## config.mk

```make
export PLATFORM = sky130hd
export DESIGN_NAME = npu_mem_arbiter
export DESIGN_NICKNAME = d
export VERILOG_FILES = /design/src/rtl/npu_mem_arbiter.sv
export SDC_FILE = /design/constraint.sdc
export NUM_CORES = 1
export LEC_CHECK = 0
export CAP_MARGIN = 20
export CORE_AREA = 2 2 162 164
export CTS_BUF_LIST = sky130_fd_sc_hd__clkbuf_2 sky130_fd_sc_hd__clkbuf_4 sky130_fd_sc_hd__clkbuf_8
export CTS_CLUSTER_SIZE = 28
export DETAILED_ROUTE_END_ITERATION = 8
export DIE_AREA = 0 0 164 166
export SYNTH_ARGS = -nofsm -noshare
export SYNTH_HDL_FRONTEND = slang
export SYNTH_SLANG_ARGS = --single-unit
```

## constraint.sdc

```tcl
create_clock -name clk -period 2.05 [get_ports clk]
set_clock_uncertainty 0.05 [all_clocks]
set_input_delay 0.41 -clock clk [delete_from_list [all_inputs] [get_ports clk]]
set_output_delay 0.41 -clock clk [all_outputs]
set_load 0.005 [all_outputs]
```

## src/rtl/npu_mem_arbiter.sv

```systemverilog
// npu_mem_arbiter
//   Round-robin owner of the NPU external memory port. Requesters are
//   granted whole bursts (capped at MAX_BURST beats); each beat walks
//   ISSUE -> WAIT (until mem_ready) -> STEP, then ownership is returned
//   through RELEASE -> IDLE and priority rotates past the last owner.
//
// Ports
//   clk, rst_n                 clock, async active-low reset
//   req_valid/we/last          per-requester request, direction, last beat
//   req_addr/req_wdata         flattened per-requester address / write data
//   gnt                        one-hot grant, held for the whole burst
//   rsp_valid, rsp_rdata       one-cycle beat-complete pulse, read data
//   mem_addr/data_out/we/re    external memory request (strobes held)
//   mem_data_in, mem_ready     external memory response
//   busy, owner                FSM not idle, current/last owner index
module npu_mem_arbiter #(
  parameter int NUM_REQ    = 4,
  parameter int ADDR_WIDTH = 32,
  parameter int DATA_WIDTH = 32,
  parameter int MAX_BURST  = 16
) (
  input  logic                            clk,
  input  logic                            rst_n,
  input  logic [NUM_REQ-1:0]              req_valid,
  input  logic [NUM_REQ-1:0]              req_we,
  input  logic [NUM_REQ-1:0]              req_last,
  input  logic [NUM_REQ*ADDR_WIDTH-1:0]   req_addr,
  input  logic [NUM_REQ*DATA_WIDTH-1:0]   req_wdata,
  output logic [NUM_REQ-1:0]              gnt,
  output logic [NUM_REQ-1:0]              rsp_valid,
  output logic [DATA_WIDTH-1:0]           rsp_rdata,
  output logic [ADDR_WIDTH-1:0]           mem_addr,
  output logic [DATA_WIDTH-1:0]           mem_data_out,
  output logic                            mem_we,
  output logic                            mem_re,
  input  logic [DATA_WIDTH-1:0]           mem_data_in,
  input  logic                            mem_ready,
  output logic                            busy,
  output logic [$clog2(NUM_REQ)-1:0]      owner
);

  localparam int OW = $clog2(NUM_REQ);
  localparam int BW = $clog2(MAX_BURST + 1);
  localparam logic [BW:0] MAXB = (BW+1)'(MAX_BURST);

  typedef enum logic [2:0] {IDLE, ISSUE, WAIT, STEP, RELEASE} state_t;

  state_t state, state_nxt;

  logic [NUM_REQ-1:0][ADDR_WIDTH-1:0] addr_lane;
  logic [NUM_REQ-1:0][DATA_WIDTH-1:0] wdata_lane;

  logic [OW-1:0]      rr_ptr;
  logic [BW-1:0]      beat_cnt;
  logic [BW:0]        beat_nxt;
  logic               last_q;
  logic               burst_done;

  logic [NUM_REQ-1:0] rot;
  logic [OW-1:0]      pick_off;
  logic [OW:0]        pick_sum;
  logic [OW-1:0]      pick;
  logic [OW-1:0]      owner_inc;

  assign addr_lane  = req_addr;
  assign wdata_lane = req_wdata;

  // Rotate the request vector so rr_ptr sits at bit 0, take the lowest set
  // bit as an offset, then rotate the offset back into a requester index.
  always_comb begin
    rot      = NUM_REQ'({req_valid, req_valid} >> rr_ptr);
    pick_off = '0;
    for (int k = NUM_REQ-1; k >= 0; k--)
      if (rot[k]) pick_off = OW'(k);
    pick_sum = {1'b0, rr_ptr} + {1'b0, pick_off};
    if (pick_sum >= (OW+1)'(NUM_REQ)) pick_sum = pick_sum - (OW+1)'(NUM_REQ);
  end

  assign pick       = pick_sum[OW-1:0];
  assign owner_inc  = (owner == OW'(NUM_REQ-1)) ? '0 : owner + OW'(1);
  assign beat_nxt   = {1'b0, beat_cnt} + (BW+1)'(1);
  assign burst_done = last_q || (beat_nxt >= MAXB);

  // state register
  always_ff @(posedge clk or negedge rst_n) begin
    if (!rst_n) state <= IDLE;
    else        state <= state_nxt;
  end

  // next-state logic
  always_comb begin
    state_nxt = state;
    unique case (state)
      IDLE:    if (|req_valid) state_nxt = ISSUE;
      ISSUE:   state_nxt = req_valid[owner] ? WAIT : RELEASE;
      WAIT:    if (mem_ready) state_nxt = STEP;
      STEP:    state_nxt = burst_done ? RELEASE : ISSUE;
      RELEASE: state_nxt = IDLE;
      default: state_nxt = IDLE;
    endcase
  end

  // registered outputs and datapath
  always_ff @(posedge clk or negedge rst_n) begin
    if (!rst_n) begin
      gnt          <= '0;
      rsp_valid    <= '0;
      rsp_rdata    <= '0;
      mem_addr     <= '0;
      mem_data_out <= '0;
      mem_we       <= 1'b0;
      mem_re       <= 1'b0;
      busy         <= 1'b0;
      owner        <= '0;
      rr_ptr       <= '0;
      beat_cnt     <= '0;
      last_q       <= 1'b0;
    end else begin
      busy      <= (state_nxt != IDLE);
      rsp_valid <= '0;
      unique case (state)
        IDLE: if (|req_valid) begin
          owner    <= pick;
          gnt      <= NUM_REQ'(1) << pick;
          beat_cnt <= '0;
        end
        // A requester that dropped valid before its beat started simply
        // gives up the grant; nothing is driven to memory.
        ISSUE: if (req_valid[owner]) begin
          mem_addr     <= addr_lane[owner];
          mem_data_out <= wdata_lane[owner];
          last_q       <= req_last[owner];
          mem_we       <= req_we[owner];
          mem_re       <= ~req_we[owner];
        end
        WAIT: if (mem_ready) begin
          mem_we    <= 1'b0;
          mem_re    <= 1'b0;
          if (mem_re) rsp_rdata <= mem_data_in;
          rsp_valid <= gnt;
        end
        STEP: beat_cnt <= beat_nxt[BW-1:0];
        RELEASE: begin
          gnt    <= '0;
          rr_ptr <= owner_inc;
        end
        default: ;
      endcase
    end
  end

endmodule

```

[Word-level counts from Yosys, hierarchy flattened]
Cells that the tools add are included.
Operators by class
  shifts and indexed selects: 2
  mux-type cells: 32
  reduce and logical (&&, ||, !) cells: 13
  div/mod/pow operators: 0
  equality and inequality tests: 8
  $add $sub $neg: 4
  multiply operators: 0
  magnitude comparators: 3
  bitwise operators: 1
Operator list (count)
  32-bit binary-select mux with 2-bit select: 2
  32-bit 2-to-1 mux: 2
  2-bit 2-to-1 mux: 6
  3-bit 2-to-1 mux: 4
  4-bit 2-to-1 mux: 3
  3-bit case mux with 4 select lines: 1
  5-bit case mux with 2 select lines: 1
  4-bit case mux with 2 select lines: 1
  2-bit AND reduction: 4
  8-bit by 2-bit right shift with 4-bit output: 1
  5-bit by 1-bit adder with 6-bit output, second input constant: 1
  1-bit binary-select mux with 2-bit select: 3
  3-bit by 2-bit == test with 1-bit output, second input constant: 2
  6-bit by 5-bit greater-or-equal comparator with 1-bit output, second input constant: 1
  1-bit 2-to-1 mux: 6
  2-bit inequality test, second input constant: 3
  3-bit AND reduction: 2
  2-bit nonzero test: 3
  5-bit 2-to-1 mux: 1
  1-bit case mux with 2 select lines: 2
  4-bit OR reduction: 1
  1-bit by 2-bit << shifter with 4-bit output, first input constant: 1
  2-bit by 2-bit adder with 3-bit output: 1
  3-bit by 1-bit == test with 1-bit output, second input constant: 1
  10 further kinds: 10
Word-level totals
  RAM bits: 0
  input port bits: 303
  bits in latches: 0
  ROM bits: 0
  bits in registers: 120
  memories: 0

[Depth between registers and ports, before layout]
  word-level depth: 11
  gate-level depth with buffers: 10
  depth with buffers taken out: 9

[Worst setup path before layout]
OpenSTA, ideal clock, no wires.
  path type: reg2reg
  from: register owner[0]
  to: register mem_data_out[10]
  arrival: 1.772 ns
  data required time: 1.875 ns
  buffers on the path: 3
  cell stages (with the launch flop): 8
  setup slack: 0.103 ns
  setup time: 0.125 ns
  clock period less this slack: 1.947 ns
  cell sequence: dfrtp_1 > buf_2 > mux4_2 > nor2b_4 > nand2_4 > buf_8 > buf_8 > mux2_4
On the way
  word-level cells in the longest chain between the ends: 3
  elaborated cells between the ends (all ways): 5
  those cells by class: mux (4); reduce/logical (1)
Ends and longest elaborated chain
  from (decl): RTL line 39  | output logic [$clog2(NUM_REQ)-1:0] owner
  from (signal assigned): RTL line 123  | owner <= pick;
  1-bit binary-select mux with 2-bit select: RTL line 129  | ISSUE: if (req_valid[owner]) begin
  1-bit 2-to-1 mux (not written as such): RTL line 129
  2-bit AND reduction (no source line)
  to (signal assigned): RTL line 131  | mem_data_out <= wdata_lane[owner];
  to (decl): RTL line 33  | output logic [DATA_WIDTH-1:0] mem_data_out,
Several ways; a longest one is shown, not always the timed one. The select of a mux whose other input is x is not followed.
A chain may end at the register's enable or synchronous reset.

[Worst setup path in the final report]
  from: register owner[0]
  to: register mem_addr[9]
On the way
  word-level cells in the longest chain between the ends: 3
  elaborated cells between the ends (all ways): 5
  those cells by class: mux (4); reduce/logical (1)
Ends and longest elaborated chain
  1-bit binary-select mux with 2-bit select: RTL line 129
  1-bit 2-to-1 mux (not written as such): RTL line 129
  2-bit AND reduction (no source line)
  to (signal assigned): RTL line 130  | mem_addr <= addr_lane[owner];
  to (decl): RTL line 32  | output logic [ADDR_WIDTH-1:0] mem_addr,
Several ways; a longest one is shown, not always the timed one. The select of a mux whose other input is x is not followed.

==> results <==
cell families after synthesis:
logic type / count (synthesis) / synth area share, %
AOI/OAI and AO/OA: 30 / 2.90
xor gates and xnor gates: 3 / 0.412
adders and majority gates: 3 / 0.588
buffers and inverters: 36 / 3.21
DFF: 120 / 47.0
muxes: 167 / 41.6
and+or+nand+nor: 49 / 4.23
placed cells by master (no fill, tap or decap), types with 4 or more instances in the layout:
master           count
clkbuf_8            18
buf_12               7
a21oi_1              6
nor2_1               8
o21ai_0             11
clkdlybuf4s50_1    406
nand2_1             15
inv_1                7
and2_1               5
dlymetal6s2s_1       4
mux2_2              93
inv_6                5
nand3_1              4
buf_4               21
mux2_4               6
dfrtp_1            117
mux4_2              67
what timing repair did:
item	in CTS	in global routing
resized for setup	5	9
endpoints found under the hold margin	34	0
cloned	1	1
buffers inserted	3	1
setup endpoints to repair	3	17
pin swaps	1	0
hold buffers	1	0
routing by layer:
layer | wire length (um) | vias to the layer above | share of wire (%) | track usage, %
li1 | - | 2451 | - | -
met1 | 8660 | 2587 | 39 | 18.9
met2 | 11700 | 242 | 52 | 28.8
met3 | 1900 | 16 | 8.5 | 6.22
met4 | 189 | 2 | 0.84 | 3.01
met5 | 13 | - | 0.058 | 0
state kept, by name, indices dropped and copies added, names as in the netlist, 2 cells and up:
name and count:
beat_cnt 5, mem_data_out 32, rr_ptr 2, rsp_valid 4, owner 2, mem_addr 32
rsp_rdata 32, gnt 4, state 3
critical path, stage by stage (launching register included):
cell and delay (ps):
dfrtp_4 460, mux4_2 530, nor2b_4 160, nand2_4 90
buf_12 200, mux2_2 360
worst max-delay path by stage:
stage / from / endpoint / cells after the start
after floorplan: owner[0] / mem_data_out[10] / 7
after global placement: req_valid[2] / gnt[0] / 11
after detailed placement: req_valid[1] / gnt[1] / 11
after CTS: owner[0] / mem_data_out[15] / 4
after global routing: req_valid[3] / gnt[0] / 11
final: owner[0] / mem_addr[9] / 5
final cells by class:
cell class	count	area, um^2	share of cell area, %
multi-input combinational	252	3200	27.5
timing repair buffer	444	4550	39.1
clock buffer	18	248	2.13
sequential	120	3010	25.9
tap	335	419	3.60
clock inverter	14	186	1.60
inverter	7	26.3	0.226
per-stage QoR:
| step | hold slack [ps] | utilization, % |
|---|---|---|
| after floorplan | 64.4 | - |
| after global routing | 386 | 45.4 |
| after CTS | 371 | 45.2 |
| after global placement | 297 | 43.1 |
| final | 397 | 45.4 |
| after detailed placement | 297 | 43.1 |
power groups by stage:
| stage | clock network (mW) | registers (mW) | logic [mW] |
|---|---|---|---|
| finish | 2.34 | 4.14 | 7.94 |
| CTS | 2.43 | 4.15 | 8.01 |
| floorplan | 0 | 4.10 | 3.93 |
| detailed placement | 0 | 4.19 | 7.76 |
| global placement | 0 | 4.15 | 7.73 |
| global route | 2.56 | 4.29 | 8.57 |
==> impl_metrics.toml <==
[finish]
finalInstanceArea_mm2 = 0.0116
syn_to_final_growth_pct = 82.3
drive_gt1_share_pct = 28.1
final_nets = 1148
antennaDiodeCount = 0
layoutNonFillerInstCount = 1190
fill_cells = 2339

[pwr]
p_sw_mw = 4.52
clockPowerShare_pct = 16.2
internal_power_mw = 9.89
powerDensity_mw_per_mm2 = 1240
p_total_mw = 14.4
p_seq_share_pct = 28.7
swShare_pct = 31.4
ir_worst_vdd_v = 0.000507
comb_power_share_pct = 55.1
leakage_nw = 4.69

[clock_network]
insertion_delay_ps = 430
cts.sinks = 120
clockBufferDepth = 2
numCtsBuffers = 17
cts_root_buf = "clkbuf_8"
clk_pin_slew_ps = 80
htreeDepth = 4
tritoncts = "built"

[critical_path]
rr_endpoint = "mem_addr[9]"
cp-end-kind = "register"
setup.worst_path.start_class = "register"
reg2reg_slack_ps = 60
r2r.worst_path.cells = 5
worst-setup-path-type = "register to register"
r2r_start = "owner[0]"
required_ps = 2310
crit_path_max_fanout = 32
cp.arrival_ps = 2260

[timing]
layout_setup_ws_ps = 57.4
period_share_pct = 97.2
hold_viol_final = 0
setup-violations-final = 0
slew-limit-headroom_pct = 69.8
fin_setup_tns_ps = 0
finalMaxSlewViolations = 0
min_period_ps = 1990
worst-slew-pin-transition_ps = 450
fmax_mhz = 502

[die]
die_x_um = 164
rows = 59
dieArea_mm2 = 0.0272
start_util_pct = 24.9
core_area_mm2 = 0.0256
io_pins = 412
die_y_um = 166

[synthesis]
netlist_area_mm2 = 0.00638
ys_ff_latch = 120
synth_edf_count = 0
ys.flop_type = "dfrtp_1"
yosysUniqueCellTypes = 36
synth-seq-area-share_pct = 47.0
yosysWarnings = 0
async_reset_ff_share_pct = 100
syn_nets = 714
synth_top_cells_by_area = "dfrtp_1 (47%), mux4_2 (24%), mux2_2 (16%), mux2_4 (1.4%), buf_4 (1.1%)"
synth.avg_cell_area_um2 = 15.6
postSynthCellCount = 408
synth_most_common_cell = "dfrtp_1"
netlist.top_cell.by_area = "dfrtp_1"
ys_top_cells_by_count = "dfrtp_1 (120), mux2_2 (93), mux4_2 (67), nand2_1 (15)"
synth_top_area_share_pct = 47.0

[routing]
drc_errors = 0
avgRoutedWirePerCell_um = 18.9
routed_wl_um = 22500
first_pass_iters = 4
drt_iter0_drc = 195
via_per_inst = 4.45
via_count = 5298
drtAntennaViolNets = 0

[grt]
grt_pass1_vias = 5815
grt_overflow = 0
grt_max_degree = 46
grt_usage_pct = 16.3
grt_pass1_wl_um = 33400
antenna_found_initial = 1

[placed_design]
place_area_mm2 = 0.0110
post-dp-hpwl_um = 18000
place_inst = 1151
port_buffers = 411
dp_slack_ps = -508
gp_congestion = 0.799

[worst_hold_path]
hold_path_class = "primary input to asynchronous set/reset pin"

[status]
outcome = "finished, final reports clean"

[job]
drv_cap = 0
Power figures use the tool's default switching activity.
